### src/rtl/hamming_pkg.sv
// Shared types and width helper for the Hamming-weight packet receiver.
package hamming_pkg;

  typedef enum logic {
    IDLE = 1'b0,
    ACC  = 1'b1
  } rx_state_t;

  // Bits needed to hold n distinct values, never less than one.
  function automatic int width_of(input int n);
    return (n <= 2) ? 1 : $clog2(n);
  endfunction

endpackage

### src/rtl/hamming_weight_pkt_rx_popcount_scan.sv
// Combinational summary of one data word: popcount and lowest/highest set-bit index.
module popcount_scan
  import hamming_pkg::*;
#(
  parameter int DATA_W = 8,
  parameter int CNT_W  = width_of(DATA_W + 1),
  parameter int IDX_W  = width_of(DATA_W)
) (
  input  logic [DATA_W-1:0] data,
  output logic [CNT_W-1:0]  cnt,
  output logic              any,
  output logic [IDX_W-1:0]  lo_idx,
  output logic [IDX_W-1:0]  hi_idx
);

  always_comb begin
    cnt    = '0;
    lo_idx = '0;
    hi_idx = '0;
    for (int i = 0; i < DATA_W; i++) begin
      cnt = cnt + CNT_W'(data[i]);
      if (data[i]) hi_idx = IDX_W'(i);
    end
    // Scanning downwards leaves the lowest set bit as the final assignment.
    for (int i = DATA_W - 1; i >= 0; i--) begin
      if (data[i]) lo_idx = IDX_W'(i);
    end
  end

  assign any = |data;

endmodule

### src/rtl/hamming_weight_pkt_rx.sv
// Packet receiver: after a start token, accumulates Hamming weight and first/last set-bit positions.
module hamming_weight_pkt_rx
  import hamming_pkg::*;
#(
  parameter int              DATA_W      = 8,
  parameter int              PKT_WORDS   = 128,
  parameter logic [DATA_W-1:0] START_TOKEN = {DATA_W{1'b1}},
  parameter int              WT_W        = width_of(DATA_W * PKT_WORDS + 1),
  parameter int              POS_W       = width_of(DATA_W * PKT_WORDS)
) (
  input  logic              clk,
  input  logic              rst_n,
  input  logic              in_valid,
  input  logic [DATA_W-1:0] in_data,
  input  logic              abort,
  output logic              busy,
  output logic              res_valid,
  input  logic              res_ready,
  output logic [WT_W-1:0]   res_weight,
  output logic [POS_W-1:0]  res_first,
  output logic [POS_W-1:0]  res_last,
  output logic              res_zero,
  output logic              overrun
);

  localparam int CNT_W = width_of(DATA_W + 1);
  localparam int IDX_W = width_of(DATA_W);
  localparam int WC_W  = width_of(PKT_WORDS);

  rx_state_t         state, state_nxt;
  logic [WC_W-1:0]   word_cnt;
  logic [WT_W-1:0]   acc_wt;
  logic [POS_W-1:0]  acc_first, acc_last;
  logic              seen_one;

  logic [CNT_W-1:0]  scan_cnt;
  logic              scan_any;
  logic [IDX_W-1:0]  scan_lo, scan_hi;

  popcount_scan #(.DATA_W(DATA_W)) u_scan (
    .data   (in_data),
    .cnt    (scan_cnt),
    .any    (scan_any),
    .lo_idx (scan_lo),
    .hi_idx (scan_hi)
  );

  logic              start_hit, acc_beat, last_beat;
  logic [POS_W-1:0]  base_pos;
  logic [WT_W-1:0]   wt_nxt;
  logic [POS_W-1:0]  first_nxt, last_nxt;
  logic              seen_nxt;

  // Abort suppresses both a start in IDLE and any beat (including the last) in ACC.
  assign start_hit = (state == IDLE) && in_valid && (in_data == START_TOKEN) && !abort;
  assign acc_beat  = (state == ACC) && in_valid && !abort;
  assign last_beat = acc_beat && (word_cnt == WC_W'(PKT_WORDS - 1));

  assign base_pos  = POS_W'(word_cnt) * POS_W'(DATA_W);
  assign wt_nxt    = acc_wt + WT_W'(scan_cnt);
  assign first_nxt = (!seen_one && scan_any) ? base_pos + POS_W'(scan_lo) : acc_first;
  assign last_nxt  = scan_any ? base_pos + POS_W'(scan_hi) : acc_last;
  assign seen_nxt  = seen_one | scan_any;

  always_ff @(posedge clk or negedge rst_n) begin
    if (!rst_n) state <= IDLE;
    else        state <= state_nxt;
  end

  always_comb begin
    state_nxt = state;
    case (state)
      IDLE:    if (start_hit) state_nxt = ACC;
      ACC:     if (abort || last_beat) state_nxt = IDLE;
      default: state_nxt = IDLE;
    endcase
  end

  always_comb begin
    busy = (state == ACC);
  end

  always_ff @(posedge clk or negedge rst_n) begin
    if (!rst_n) begin
      word_cnt  <= '0;
      acc_wt    <= '0;
      acc_first <= '0;
      acc_last  <= '0;
      seen_one  <= 1'b0;
    end else if (start_hit) begin
      word_cnt  <= '0;
      acc_wt    <= '0;
      acc_first <= '0;
      acc_last  <= '0;
      seen_one  <= 1'b0;
    end else if (acc_beat) begin
      word_cnt  <= word_cnt + WC_W'(1);
      acc_wt    <= wt_nxt;
      acc_first <= first_nxt;
      acc_last  <= last_nxt;
      seen_one  <= seen_nxt;
    end
  end

  // Result loads straight from the next-state accumulators so it appears one cycle after the last beat.
  always_ff @(posedge clk or negedge rst_n) begin
    if (!rst_n) begin
      res_valid  <= 1'b0;
      res_weight <= '0;
      res_first  <= '0;
      res_last   <= '0;
      res_zero   <= 1'b0;
      overrun    <= 1'b0;
    end else begin
      overrun <= last_beat && res_valid && !res_ready;
      if (last_beat) begin
        res_valid  <= 1'b1;
        res_weight <= wt_nxt;
        res_first  <= first_nxt;
        res_last   <= last_nxt;
        res_zero   <= !seen_nxt;
      end else if (res_valid && res_ready) begin
        res_valid <= 1'b0;
      end
    end
  end

endmodule
### config.mk
export PLATFORM = sky130hd
export DESIGN_NAME = hamming_weight_pkt_rx
export DESIGN_NICKNAME = d
export VERILOG_FILES = /design/src/rtl/hamming_pkg.sv /design/src/rtl/hamming_weight_pkt_rx_popcount_scan.sv /design/src/rtl/hamming_weight_pkt_rx.sv
export SDC_FILE = /design/constraint.sdc
export NUM_CORES = 1
export LEC_CHECK = 0
export BUFFER_PORTS_ARGS = -buffer_cell sky130_fd_sc_hd__buf_2
export CAP_MARGIN = 0
export CORE_MARGIN = 5
export CORE_UTILIZATION = 37
export CTS_BUF_LIST = sky130_fd_sc_hd__clkbuf_4 sky130_fd_sc_hd__clkbuf_8
export DETAILED_ROUTE_END_ITERATION = 7
export HOLD_SLACK_MARGIN = 0.05
export SLEW_MARGIN = 15
export SYNTH_ARGS = -nofsm -noshare
export SYNTH_HDL_FRONTEND = slang
export SYNTH_SLANG_ARGS = --single-unit
export TNS_END_PERCENT = 20
### constraint.sdc
create_clock -name clk -period 4.7 [get_ports clk]
set_input_delay 0.94 -clock clk [delete_from_list [all_inputs] [get_ports clk]]
set_output_delay 0.94 -clock clk [all_outputs]
set_load 0.01 [all_outputs]
==> results by stage <==
Yosys:
- The count of flip-flops with a built-in enable after synthesis is 0.
- During synthesis, Yosys emitted a total of 0 warnings.
- Measured against the total synthesized area, the mux share comes to ~4.8%.
- Sequential cells were found to cover 50.9% of the synthesized design area.
- The number of different library cells in the post-synthesis netlist is 50.
- Synthesis produced a netlist whose cell count is ~350.
- In the synthesized netlist the dominant register cell turns out to be sky130_fd_sc_hd__dfrtp_1.
- The basic-gate share of the synthesized area counting and, or, nand and nor cells is between 10 and 15%.
- The number of storage elements in the synthesis netlist is 74.
- The dominant combinational cell family by area after synthesis is compound AO/OA/AOI/OAI gates.
- The post-synth design cell area is between 0.003 and 0.004 mm^2.
- In this run the mean area of a mapped cell was 10.5 um^2.
- After Yosys synthesis, XOR and XNOR cells account for between 3 and 4% of the synthesized area.
- Synthesis produced a netlist with a net count of between 300 and 400.
- The share of flip-flops with an asynchronous set or reset is 100%.
- The complex-gate fraction of the synthesized area is between 10% and 20%.
- Summing the areas of all fa, ha and maj instances in the mapped netlist gives under 10% of the synthesized area.

Floorplanning:
- The die covers 0.0119 mm^2.
- Once the floorplan was initialized, standard cells occupied between 30 and 40% of the core.
- The floorplan core area is about 0.0097 mm^2.
- The chip width is between 100 and 150 um.
- The I/O pin count is between 40 and 50.
- The floorplan has 36 rows.
- Measured along the y axis, the die boundary spans ~110 um.

Critical path:
- The largest incremental delay on the critical path is about 0.50 ns.
- The slowest stage of the critical path belongs to the cell sky130_fd_sc_hd__fa_1.
- In this run the worst path has a maximum fanout of 4.
- The startpoint type of the worst setup path is a primary input.
- The critical path goes through buf_2 -> inv_1 -> ha_1 -> inv_1 -> fa_1 -> fa_1 -> fa_1 -> fa_1 -> fa_1 -> nor2b_1 -> o21ai_1 -> a211oi_1 -> buf_4 -> nand2b_1 -> a31oi_1.
- The most repeated library cell on the critical path is sky130_fd_sc_hd__fa_1.
- The worst setup path is captured at a flip-flop.
- The category of the most critical setup path is primary input to flip-flop.
- STA puts the critical path data arrival time at about 4.6 ns.
- STA puts the critical path data required time at around 4.9 ns.

Power:
- The cell leakage power is between 2 and 2.5 nW.
- The net switching fraction of the power is 26.0%.
- Power spread over the standard cell area amounts to a little over 300 mW/mm^2.
- The share of total power in combinational logic is between 10% and 20%.
- The clock power share is 40.0%.
- The largest vdd supply drop is 0.000128 V.
- The power after layout is around 1.3 mW.
- The portion of total power attributed to sequential cells is slightly below 50%.
- The internal power is slightly below 1 mW.
- The switching power summed over all nets is between 0.3 and 0.4 mW.

Route:
- The detailed router placed approximately 2,700 vias in this run.
- The number of vias per cell after detailed routing is between 5 and 6.
- The count of nets left with antenna violations once routing finished came out at 0.
- The first TritonRoute pass finished after 4 iterations.
- The routed design has 8030 um of wire.
- In the routed design, unresolved DRC markers number 0.
- In the final routed layout, each cell accounts on average for about 15 um.
- The violation count after the first detailed-routing iteration is approximately 140.

Finish:
- Cells with a size suffix above 1 make up 21.3% of the layout.
- The number of antenna diodes is 0.
- The most common cell after layout, fill and taps aside is sky130_fd_sc_hd__dfrtp_1.
- At the end of the flow the core is filled with cells to between 40% and 50%.
- The post-layout instance count excluding filler cells is 533.
- The top cell types in the final layout, fill and taps aside, are sky130_fd_sc_hd__dfrtp_1, sky130_fd_sc_hd__buf_2, sky130_fd_sc_hd__nand2_1, sky130_fd_sc_hd__o21ai_1.
- The filler cells instantiated in the layout total about 960.
- For this run, the post-layout net count is 422.
- The area added between synthesis and finish is 16.2%.

STA:
- The slew at the pin closest to its max-slew limit is just over 0.8 ns.
- Counting I/O delays and the setup requirement, the final critical path takes between 4 and 5 ns.
- The fraction of the cycle the final worst path needs is 93.1%.
- The total negative setup slack is 0 ns.
- The final worst setup slack is ~0.32 ns.
- The worst slew margin relative to its limit is 45.7%.
- The count of endpoints failing hold in the final timing report came to 0.
- Derived from the worst setup path, the maximum achievable clock frequency is about 0.23 GHz.
- The maximum clock skew at final layout is 0.00914 ns.
- The final count of negative-setup-slack endpoints is 0.
- The max-slew violation total from the final report is 0.
- Setup repair after global routing left no endpoint under its margin.

Clock tree:
- After clock tree synthesis, the setup repair step added 0 buffers.
- The maximum level of the CTS H-tree is 3.
- The total clock buffers created by CTS is 9.
- The clock-pin slew on the worst setup and hold paths is approximately 0.08 ns.
- The cell sitting at the root of the clock tree is a sky130_fd_sc_hd__clkbuf_8.
- The number of buffers inserted for hold repair after clock tree synthesis is 0.
- The number of clock sinks seen by CTS is 74.
- TritonCTS built the clock tree.
- The later pin in the worst-skew pair is clocked with a latency of between 0.3 and 0.4 ns.
- The buffer depth of the longest clock path is 2.
- The post-cts resize count is 0.

Place:
- The number of buffer cells added on primary ports is 47.
- The number of cells in the design after placement is ~520.
- The minimum setup slack after placement is -0.0769 ns.
- The last weighted congestion value of the routability-driven placer is around 0.92.
- The half-perimeter wire length of the detailed placement result is 5680 um.

Global route:
- The first global-routing pass estimated approximately 13,000 um of wire.
- The via count of the first global-routing pass was 2,643.
- Global routing used between 10% and 20% of the available tracks across all layers.
- For this run the aggregate overflow at the end of global routing stands at 0.
- The number of antenna violations at the first check in global routing is 0.
- The maximum number of pins on one net before global-route repair is 41.

Worst hold path:
- The worst hold path belongs to the class flip-flop to flip-flop.

Run status:
- The flow ran to the end, and the final reports show no timing, DRC or antenna violations.

Job:
- Across the run, the number of max-cap violations was 0.
## worst max-delay path: cells and delay by family
kind / cells / cell delay (ns)
buf+inv: 4 / 0.38
compound gates: 3 / 0.46
simple gates: 2 / 0.27
fa+ha+maj: 6 / 2.56
## worst paths after layout
check                         startpoint       endpoint  slack [ns]  depth (start not counted)
max in group asynchronous          rst_n    acc_last[4]        3.02                          2
min                        res_weight[9]  res_weight[9]        0.48                          2
min reg2reg                res_weight[9]  res_weight[9]        0.48                          2
max reg2reg                  word_cnt[0]       res_zero        2.46                          7
min in group asynchronous          rst_n           busy        0.68                          1
max                           in_data[0]     acc_wt[10]        0.32                         15
## power by group through the flow
stage                     clock network, mW  registers (mW)  logic (mW)
after floorplan                           0           0.653      0.0959
after global placement                    0           0.654       0.144
after detailed placement                  0           0.654       0.150
after CTS                             0.541           0.641       0.151
after global routing                  0.562           0.641       0.169
final                                 0.526           0.641       0.149
## routing by layer
layer	up-vias	track usage [%]	routed length, um
li1	1316	-	-
met4	0	5.88	121
met5	-	0	0
met3	10	3.02	381
met1	1316	21.8	4160
met2	66	20.1	3370
## state kept, by name, indices dropped and copies added, names as in the netlist, 7 cells and up
register and cells:
acc_first 10, acc_last 10, acc_wt 11, res_first 10, res_last 10, res_weight 11, word_cnt 7
## Yosys cell counts, types with 2 or more instances
master / instances / area (um^2)
sky130_fd_sc_hd__xor2_1: 8 / 70.1
sky130_fd_sc_hd__mux2_1: 3 / 33.8
sky130_fd_sc_hd__nor2b_1: 3 / 18.8
sky130_fd_sc_hd__o21ai_0: 6 / 30.0
sky130_fd_sc_hd__mux2_2: 2 / 22.5
sky130_fd_sc_hd__nand2_1: 43 / 161
sky130_fd_sc_hd__o21ai_2: 2 / 17.5
sky130_fd_sc_hd__o21ai_1: 37 / 185
sky130_fd_sc_hd__nor2_1: 19 / 71.3
sky130_fd_sc_hd__o31ai_1: 4 / 30.0
sky130_fd_sc_hd__and3_1: 3 / 18.8
sky130_fd_sc_hd__mux2i_1: 12 / 120
sky130_fd_sc_hd__a211oi_1: 4 / 30.0
sky130_fd_sc_hd__xnor2_1: 6 / 52.6
sky130_fd_sc_hd__ha_1: 9 / 113
sky130_fd_sc_hd__nor2_2: 2 / 12.5
sky130_fd_sc_hd__a22o_1: 20 / 175
sky130_fd_sc_hd__a31oi_1: 6 / 37.5
sky130_fd_sc_hd__nand4_1: 4 / 25.0
sky130_fd_sc_hd__o31a_1: 2 / 17.5
sky130_fd_sc_hd__inv_1: 20 / 75.1
sky130_fd_sc_hd__nor4_1: 2 / 12.5
sky130_fd_sc_hd__fa_1: 5 / 100
sky130_fd_sc_hd__a21o_1: 2 / 15.0
sky130_fd_sc_hd__clkbuf_1: 11 / 41.3
sky130_fd_sc_hd__a21oi_1: 9 / 45.0
sky130_fd_sc_hd__nand3_1: 3 / 15.0
sky130_fd_sc_hd__nand2b_1: 3 / 18.8
sky130_fd_sc_hd__buf_2: 2 / 10.0
sky130_fd_sc_hd__dfrtp_1: 74 / 1850
## through the flow
stage          hold WS, ns  cell area (um^2)
6_report             0.479              4230
5_1_grt              0.509              4230
4_1_cts              0.489              4230
3_5_place_dp         0.470              4020
3_3_place_gp         0.467              4020
2_1_floorplan        0.456              3640
## cell families after synthesis
kind of cell	Yosys count
muxes	17
buffers and inverters	35
AOI/OAI and AO/OA	101
xor gates and xnor gates	14
and+or+nand+nor	91
adders and majority gates	14
DFF	74
## layout make-up
class / instances / area, um^2 / area share (%)
multi-input combinational: 237 / 1640 / 38.9
clock buffer: 11 / 151 / 3.58
sequential: 74 / 1850 / 43.8
tap: 133 / 166 / 3.93
inverter: 20 / 75.1 / 1.77
clock inverter: 5 / 62.6 / 1.48
timing repair buffer: 53 / 280 / 6.62
(Power assumes the default switching activity.)
